===== src/rtl/net_pkg.sv =====
// Shared float constants, scheduler state encoding and helpers for net wrappers.
package net_pkg;

  localparam logic [31:0] FP_ONE  = 32'h3f80_0000;
  localparam logic [31:0] FP_ZERO = 32'h0000_0000;
  localparam logic [31:0] FP_HALF = 32'h3f00_0000;

  typedef enum logic [2:0] {
    ST_IDLE  = 3'd0,
    ST_CLEAR = 3'd1,
    ST_START = 3'd2,
    ST_WAIT  = 3'd3,
    ST_RESP  = 3'd4
  } sched_state_t;

  function automatic int id_width(input int n);
    return (n > 1) ? $clog2(n) : 1;
  endfunction

  // y > th for IEEE-754 single; negatives and NaNs never exceed a non-negative threshold.
  function automatic logic fp_gt_pos(input logic [31:0] y, input logic [31:0] th);
    if (y[31]) return 1'b0;
    if ((&y[30:23]) && (|y[22:0])) return 1'b0;
    return y[30:0] > th[30:0];
  endfunction

endpackage


===== src/rtl/net_sched_if.sv =====
// Request and response channels between requesters/consumer and the net scheduler.
interface net_sched_if
  import net_pkg::*;
#(
  parameter int N_REQ = 2,
  parameter int I     = 2,
  parameter int W     = 32
);
  localparam int IDW = id_width(N_REQ);

  logic [N_REQ-1:0]     req_valid;
  logic [N_REQ-1:0]     req_ready;
  logic [N_REQ*I*W-1:0] req_x;
  logic                 rsp_valid;
  logic                 rsp_ready;
  logic [IDW-1:0]       rsp_id;
  logic [W-1:0]         rsp_y;
  logic                 rsp_cls;
  logic                 rsp_err;

  modport master (
    output req_valid, req_x, rsp_ready,
    input  req_ready, rsp_valid, rsp_id, rsp_y, rsp_cls, rsp_err
  );

  modport slave (
    input  req_valid, req_x, rsp_ready,
    output req_ready, rsp_valid, rsp_id, rsp_y, rsp_cls, rsp_err
  );
endinterface


===== src/rtl/net_sched_rr_arbiter.sv =====
// Combinational round-robin pick: first requester searching upward from last+1.
module rr_arbiter
  import net_pkg::*;
#(
  parameter int N_REQ = 2,
  localparam int IDW  = id_width(N_REQ)
) (
  input  logic [N_REQ-1:0] req,
  input  logic [IDW-1:0]   last,
  output logic [N_REQ-1:0] grant,
  output logic [IDW-1:0]   idx,
  output logic             found
);

  always_comb begin
    int cand;
    grant = '0;
    idx   = '0;
    found = 1'b0;
    cand  = 0;
    for (int k = 1; k <= N_REQ; k++) begin
      cand = (int'(last) + k) % N_REQ;
      if (!found && req[cand[IDW-1:0]]) begin
        found                  = 1'b1;
        grant[cand[IDW-1:0]]   = 1'b1;
        idx                    = cand[IDW-1:0];
      end
    end
  end

endmodule


===== src/rtl/net_sched.sv =====
// Round-robin job scheduler sharing one net instance; NET_SCHED_TIMEOUT_EN adds a WAIT watchdog.
//   state    | meaning
//   ST_IDLE  | arbitrate, accept one request
//   ST_CLEAR | net held in reset one cycle (clears sticky done)
//   ST_START | net_start pulse
//   ST_WAIT  | wait for net_done (or watchdog terminal count)
//   ST_RESP  | response held until rsp_ready
module net_sched
  import net_pkg::*;
#(
  parameter int           N_REQ   = 2,
  parameter int           I       = 2,
  parameter int           W       = 32,
  parameter logic [W-1:0] THRESH  = 32'h3f00_0000,
  parameter int           TIMEOUT = 1023
) (
  input  logic             clk,
  input  logic             rst_n,
  net_sched_if.slave       bus,
  output logic             net_rst_n,
  output logic             net_start,
  output logic [I*W-1:0]   net_x,
  input  logic [W-1:0]     net_y,
  input  logic             net_done,
  output logic             busy,
  output logic [15:0]      jobs
);

  localparam int IDW = id_width(N_REQ);
  localparam int XW  = I * W;

  sched_state_t     state_q, state_d;
  logic             armed;
  logic [IDW-1:0]   last_q;
  logic [N_REQ-1:0] grant;
  logic [IDW-1:0]   grant_idx;
  logic             grant_found;
  logic             accept;
  logic             rsp_hs;
  logic             wd_tc;

  rr_arbiter #(.N_REQ(N_REQ)) u_arb (
    .req   (bus.req_valid),
    .last  (last_q),
    .grant (grant),
    .idx   (grant_idx),
    .found (grant_found)
  );

  // armed keeps every output at 0 until the first clock after reset release
  assign accept = armed && (state_q == ST_IDLE) && grant_found;
  assign rsp_hs = (state_q == ST_RESP) && bus.rsp_ready;

`ifdef NET_SCHED_TIMEOUT_EN
  localparam int WDW = (TIMEOUT > 0) ? $clog2(TIMEOUT + 1) : 1;
  logic [WDW-1:0] wd_q;

  assign wd_tc = (wd_q == '0);

  always_ff @(posedge clk or negedge rst_n) begin
    if (!rst_n) begin
      wd_q <= '0;
    end else if (state_q == ST_START) begin
      wd_q <= WDW'(TIMEOUT);
    end else if ((state_q == ST_WAIT) && !wd_tc) begin
      wd_q <= wd_q - WDW'(1);
    end
  end

  always_ff @(posedge clk or negedge rst_n) begin
    if (!rst_n) begin
      bus.rsp_err <= 1'b0;
    end else if (state_q == ST_WAIT) begin
      if (net_done)   bus.rsp_err <= 1'b0;
      else if (wd_tc) bus.rsp_err <= 1'b1;
    end
  end
`else
  assign wd_tc       = 1'b0;
  assign bus.rsp_err = 1'b0;
`endif

  always_comb begin
    state_d       = state_q;
    bus.req_ready = '0;
    bus.rsp_valid = 1'b0;
    net_start     = 1'b0;
    net_rst_n     = armed;
    busy          = (state_q != ST_IDLE);
    unique case (state_q)
      ST_IDLE: begin
        if (armed) bus.req_ready = grant;
        if (accept) state_d = ST_CLEAR;
      end
      ST_CLEAR: begin
        net_rst_n = 1'b0;
        state_d   = ST_START;
      end
      ST_START: begin
        net_start = 1'b1;
        state_d   = ST_WAIT;
      end
      ST_WAIT: begin
        if (net_done || wd_tc) state_d = ST_RESP;
      end
      ST_RESP: begin
        bus.rsp_valid = 1'b1;
        if (bus.rsp_ready) state_d = ST_IDLE;
      end
      default: state_d = ST_IDLE;
    endcase
  end

  always_ff @(posedge clk or negedge rst_n) begin
    if (!rst_n) begin
      state_q     <= ST_IDLE;
      armed       <= 1'b0;
      last_q      <= IDW'(N_REQ - 1);
      net_x       <= '0;
      bus.rsp_id  <= '0;
      bus.rsp_y   <= '0;
      bus.rsp_cls <= 1'b0;
      jobs        <= '0;
    end else begin
      state_q <= state_d;
      armed   <= 1'b1;
      if (accept) begin
        net_x      <= bus.req_x[int'(grant_idx)*XW +: XW];
        bus.rsp_id <= grant_idx;
        last_q     <= grant_idx;
      end
      if (state_q == ST_WAIT) begin
        if (net_done) begin
          bus.rsp_y   <= net_y;
          bus.rsp_cls <= fp_gt_pos(net_y, THRESH);
        end else if (wd_tc) begin
          bus.rsp_y   <= '0;
          bus.rsp_cls <= 1'b0;
        end
      end
      if (rsp_hs) jobs <= jobs + 16'd1;
    end
  end

endmodule


===== src/flat_wrapper.sv =====
// flat-port wrapper written by rule: the top's interface ports become plain ports
module net_sched_flat import net_pkg::*;
#(
  parameter int           N_REQ   = 2,
  parameter int           I       = 2,
  parameter int           W       = 32,
  parameter logic [W-1:0] THRESH  = 32'h3f00_0000,
  parameter int           TIMEOUT = 1023
)
  (clk, rst_n, net_rst_n, net_start, net_x, net_y, net_done, busy, jobs, bus_req_valid, bus_req_x, bus_rsp_ready, bus_req_ready, bus_rsp_valid, bus_rsp_id, bus_rsp_y, bus_rsp_cls, bus_rsp_err);
  net_sched_if #(.N_REQ(N_REQ), .I(I), .W(W)) bus_i ();
  input  logic clk;
  input  logic rst_n;
  output logic net_rst_n;
  output logic net_start;
  output logic [I*W-1:0] net_x;
  input  logic [W-1:0] net_y;
  input  logic net_done;
  output logic busy;
  output logic [15:0] jobs;
  input wire logic [$bits(bus_i.req_valid)-1:0] bus_req_valid;
  input wire logic [$bits(bus_i.req_x)-1:0] bus_req_x;
  input wire logic [$bits(bus_i.rsp_ready)-1:0] bus_rsp_ready;
  output wire logic [$bits(bus_i.req_ready)-1:0] bus_req_ready;
  output wire logic [$bits(bus_i.rsp_valid)-1:0] bus_rsp_valid;
  output wire logic [$bits(bus_i.rsp_id)-1:0] bus_rsp_id;
  output wire logic [$bits(bus_i.rsp_y)-1:0] bus_rsp_y;
  output wire logic [$bits(bus_i.rsp_cls)-1:0] bus_rsp_cls;
  output wire logic [$bits(bus_i.rsp_err)-1:0] bus_rsp_err;
  assign bus_i.req_valid = bus_req_valid;
  assign bus_i.req_x = bus_req_x;
  assign bus_i.rsp_ready = bus_rsp_ready;
  assign bus_req_ready = bus_i.req_ready;
  assign bus_rsp_valid = bus_i.rsp_valid;
  assign bus_rsp_id = bus_i.rsp_id;
  assign bus_rsp_y = bus_i.rsp_y;
  assign bus_rsp_cls = bus_i.rsp_cls;
  assign bus_rsp_err = bus_i.rsp_err;
  net_sched #(.N_REQ(N_REQ), .I(I), .W(W), .THRESH(THRESH), .TIMEOUT(TIMEOUT)) u_core (.clk(clk), .rst_n(rst_n), .bus(bus_i), .net_rst_n(net_rst_n), .net_start(net_start), .net_x(net_x), .net_y(net_y), .net_done(net_done), .busy(busy), .jobs(jobs));
endmodule

===== config.mk =====
export PLATFORM = sky130hd
export DESIGN_NAME = net_sched_flat
export DESIGN_NICKNAME = d
export VERILOG_FILES = /design/src/rtl/net_pkg.sv /design/src/rtl/net_sched_if.sv /design/src/rtl/net_sched_rr_arbiter.sv /design/src/rtl/net_sched.sv /design/src/flat_wrapper.sv
export SDC_FILE = /design/constraint.sdc
export NUM_CORES = 1
export LEC_CHECK = 0
export ABC_AREA = 1
export BUFFER_PORTS_ARGS = -buffer_cell sky130_fd_sc_hd__buf_2
export CAP_MARGIN = 20
export CORE_ASPECT_RATIO = 2
export CORE_MARGIN = 2
export CORE_UTILIZATION = 41
export DETAILED_ROUTE_END_ITERATION = 10
export GPL_TIMING_DRIVEN = 0
export PLACE_DENSITY_LB_ADDON = 0.08
export RECOVER_POWER = 50
export SLEW_MARGIN = 20
export SYNTH_ARGS = -nofsm -noshare
export SYNTH_HDL_FRONTEND = slang
export SYNTH_SLANG_ARGS = --single-unit

===== constraint.sdc =====
create_clock -name clk -period 1.4 [get_ports clk]
set_input_delay 0.14 -clock clk [delete_from_list [all_inputs] [get_ports clk]]
set_output_delay 0.14 -clock clk [all_outputs]
set_load 0.02 [all_outputs]

==> flow_summary.yaml <==
yosys:
  synth.most_common_cell: "nand2_1"
  avgSynthCellArea_um2: 8.088
  synthAdderAreaFrac_pct: 0.2295
  synth_edf_count: 0
  synth.mux.area_fraction_pct: 0
  synth-compound-area-share_pct: 8.951
  yosysWarningCount: 0
  synth_top_area_cell: "dfrtp_1"
  synth-simple-area-share_pct: 27.89
  synthArstFlopShare_pct: 100.0
  syn_area_um2: 5451
  ys_ff_latch: 119
  synth_top_family_by_area: "simple AND/OR/NAND/NOR gates"
  yosysTopAreaCellShare_pct: 54.17
  ys_seq_area_share_pct: 54.65
  syn_nets: 841
  synth_common_cells: "nand2_1 (256), dfrtp_1 (118), nor2_1 (102)"
  synth_cell_types: 27
  synthTopCellsByArea: "dfrtp_1 (54%), nand2_1 (18%), a31oi_1 (7.3%)"
  ys.flop_type: "dfrtp_1"
  synth_cells: 674
  synth_xor_area_share_pct: 1.767
hold_path:
  hold_class: "input pin to register"
timing:
  worst_slew_pin_slew_ns: 0.8441
  setup_viol_count_final: 82
  timing.final.crit_share_pct: 120.8
  fin_skew_ns: 0.01244
  holdWs_ns: 0.01521
  max_slew_margin_pct: 43.73
  fmax_mhz: 591.2
  drv_slew: 0
  rsz0062_at_grt: "true"
  layout_setup_ws_ns: -0.2914
  finalHoldViolations: 0
  finalCriticalPeriod_ns: 1.691
run_status:
  violations: "setup timing"
  status: "finished, violations left"
drt:
  drt-initial-drc-count: 343
  ant_nets: 0
  avgViaCountPerCell: 5.084
  dr.pass1.iters: 5
  wl_per_cell_um: 17.35
  vias: 6813
  route.detailed.drc: 0
  wl_um: 23240
clock_tree:
  numCtsBuffers: 17
  cts_max_path_buffers: 2
  clkTransAtPathRegs_ns: 0.06
  cts.sinks: 119
  cts_tree: "done"
  clk_latency_ns: 0.42
  cts_root_buf: "clkbuf_16"
  htreeDepth: 4
floorplan:
  coreArea_um2: 12990
  std_cell_rows: 59
  die_h_um: 167.1
  die_x_um: 85.54
  ioPinCount: 287
  start_util_pct: 41.96
  design.die.area_um2: 14290
critical_path:
  setup.worst_path.class: "register to primary output"
  required_ns: 1.26
  rrSetupSlack_ns: -0.28
  critPathLaunchType: "register"
  cp-end-kind: "primary output"
  arrival_ns: 1.55
  cp_max_fo: 2
placement:
  placedInstanceArea_um2: 7112
  place_congestion: 0.8573
  dp_hpwl_um: 13310
  dp_cells: 1112
  io_buffers: 285
flow_run:
  maxCapViolCount: 0
grt:
  grt_pass1_vias: 7065
  antenna_found_initial: 0
  grtUsageTotal_pct: 31.09
  grt_max_degree: 62
  grt_pass1_wl_um: 34530
  overflow: 0
power:
  leakage_uw: 0.005224
  vdd_drop_max_mv: 1.234
  p_per_area_nw_per_um2: 1932
layout:
  fin_nets: 1342
  fin_area_um2: 10400
  stdcell_count: 1340
  antennaDiodeCount: 0
  drive_gt1_share_pct: 39.56
  area_delta_synth_final_pct: 90.70
  fillers: 815
per-stage QoR:
stage | total power [µW] | utilization [%] | TNS (ns) | setup WS (ns)
finish | 20080 | 80.02 | -14.62 | -0.2914
global route | 21020 | 80.02 | -20.33 | -0.3677
CTS | 19130 | 77.39 | -13.33 | -0.2494
detailed placement | 12600 | 54.74 | -18.73 | -0.3463
global placement | 12520 | 54.48 | -183.09 | -1.620
floorplan | 9951 | - | -0.02039 | -0.02039
report_power, final:
| group | total, µW | internal (µW) | switching [µW] |
|---|---|---|---|
| clock | 4760 | 3110 | 1650 |
| combinational | 9420 | 4000 | 5420 |
| sequential | 5900 | 4930 | 974 |
critical path, cell delays in order (launching register included):
cell	delay, ns
dfstp_2	0.54
nand2_2	0.06
nand2_2	0.09
buf_6	0.11
buf_8	0.09
nand2_4	0.04
nor2_4	0.08
buf_6	0.12
flip-flops by register name, indices dropped and copies added (netlist names):
register            flops
u_core.net_x           64
u_core.bus.rsp_y       32
u_core.jobs            16
u_core.state_q          3
u_core.armed            1
u_core.bus.rsp_cls      1
u_core.bus.rsp_id       1
u_core.last_q           1
cell type report:
cell class | count | area, µm² | area share (%)
Timing Repair Buffer | 483 | 3583 | 34.47
Sequential cell | 119 | 2983 | 28.69
Multi-Input combinational cell | 482 | 2484 | 23.89
Clock buffer | 20 | 466.7 | 4.489
Buffer | 33 | 361.6 | 3.478
Tap cell | 152 | 190.2 | 1.829
Clock inverter | 12 | 173.9 | 1.673
Inverter | 39 | 153.9 | 1.480
placed cells by master, fill, tap and decap left out, types with 2 or more instances in the layout:
cell type | synthesis | routed
dlygate4sd3_1 | 0 | 146
a31oi_4 | 0 | 6
nand3b_1 | 3 | 3
clkbuf_1 | 14 | 16
clkbuf_2 | 0 | 9
inv_2 | 4 | 4
nor2_4 | 2 | 13
bufinv_16 | 0 | 4
nand2_1 | 256 | 246
buf_8 | 0 | 15
nand2_2 | 2 | 7
o21ai_1 | 0 | 5
clkbuf_8 | 0 | 7
a31oi_1 | 64 | 57
clkinv_2 | 0 | 3
clkinvlp_4 | 0 | 4
xnor2_1 | 4 | 4
dfrtp_2 | 0 | 3
buf_16 | 0 | 4
nor2_1 | 102 | 60
nand3_2 | 0 | 4
dfrtp_1 | 118 | 115
conb_1 | 2 | 2
buf_6 | 7 | 17
o21ai_0 | 15 | 9
nand4_1 | 3 | 3
inv_1 | 35 | 32
buf_2 | 8 | 263
buf_12 | 0 | 9
nor2_2 | 2 | 33
clkbuf_16 | 0 | 20
nand3_1 | 15 | 9
buf_4 | 3 | 29
inv_4 | 0 | 3
nand3_4 | 0 | 2
nand2_4 | 0 | 5
xor2_1 | 7 | 7
cell families (layout without fill, tap and decap cells):
kind of cell             count (synthesis)  after routing
AO/OA/AOI/OAI                           81             81
XOR/XNOR                                11             11
adder cells (fa/ha/maj)                  1              1
buffers and inverters                   73            587
flip-flops                             119            119
other                                    2              2
AND/OR/NAND/NOR                        387            387
path summary, 6_finish.rpt:
check	from	endpoint	cells past startpoint
worst max-delay path	u_core.last_q$_DFFE_PN1P_	bus_req_ready[0]	7
worst min-delay path	bus_req_x[124]	u_core.net_x[60]$_DFFE_PN0P_	3
worst max register to register	u_core.state_q[0]$_DFFE_PN0P_	u_core.net_x[40]$_DFFE_PN0P_	11
worst min register to register	u_core.bus.rsp_y[26]$_DFFE_PN0P_	u_core.bus.rsp_y[26]$_DFFE_PN0P_	2
max in group asynchronous	rst_n	u_core.last_q$_DFFE_PN1P_	3
min in group asynchronous	rst_n	u_core.jobs[7]$_DFFE_PN0P_	2
repair_timing:
action	4_1_cts	5_1_grt
setup buffers	26	20
endpoints found under the setup margin	111	109
gates cloned	8	3
hold buffers	146	0
gates resized for setup	122	80
endpoints found under the hold margin	144	0
pin swaps	9	16
metal layers:
layer / share of wire, % / up-vias / track usage, %
met5: 0 / - / 0
met4: 5.1 / 0 / 16.01
met1: 33 / 3190 / 30.39
met3: 6.6 / 101 / 8.375
met2: 55 / 361 / 57.71
li1: - / 3161 / -
(Power assumes the default switching activity.)
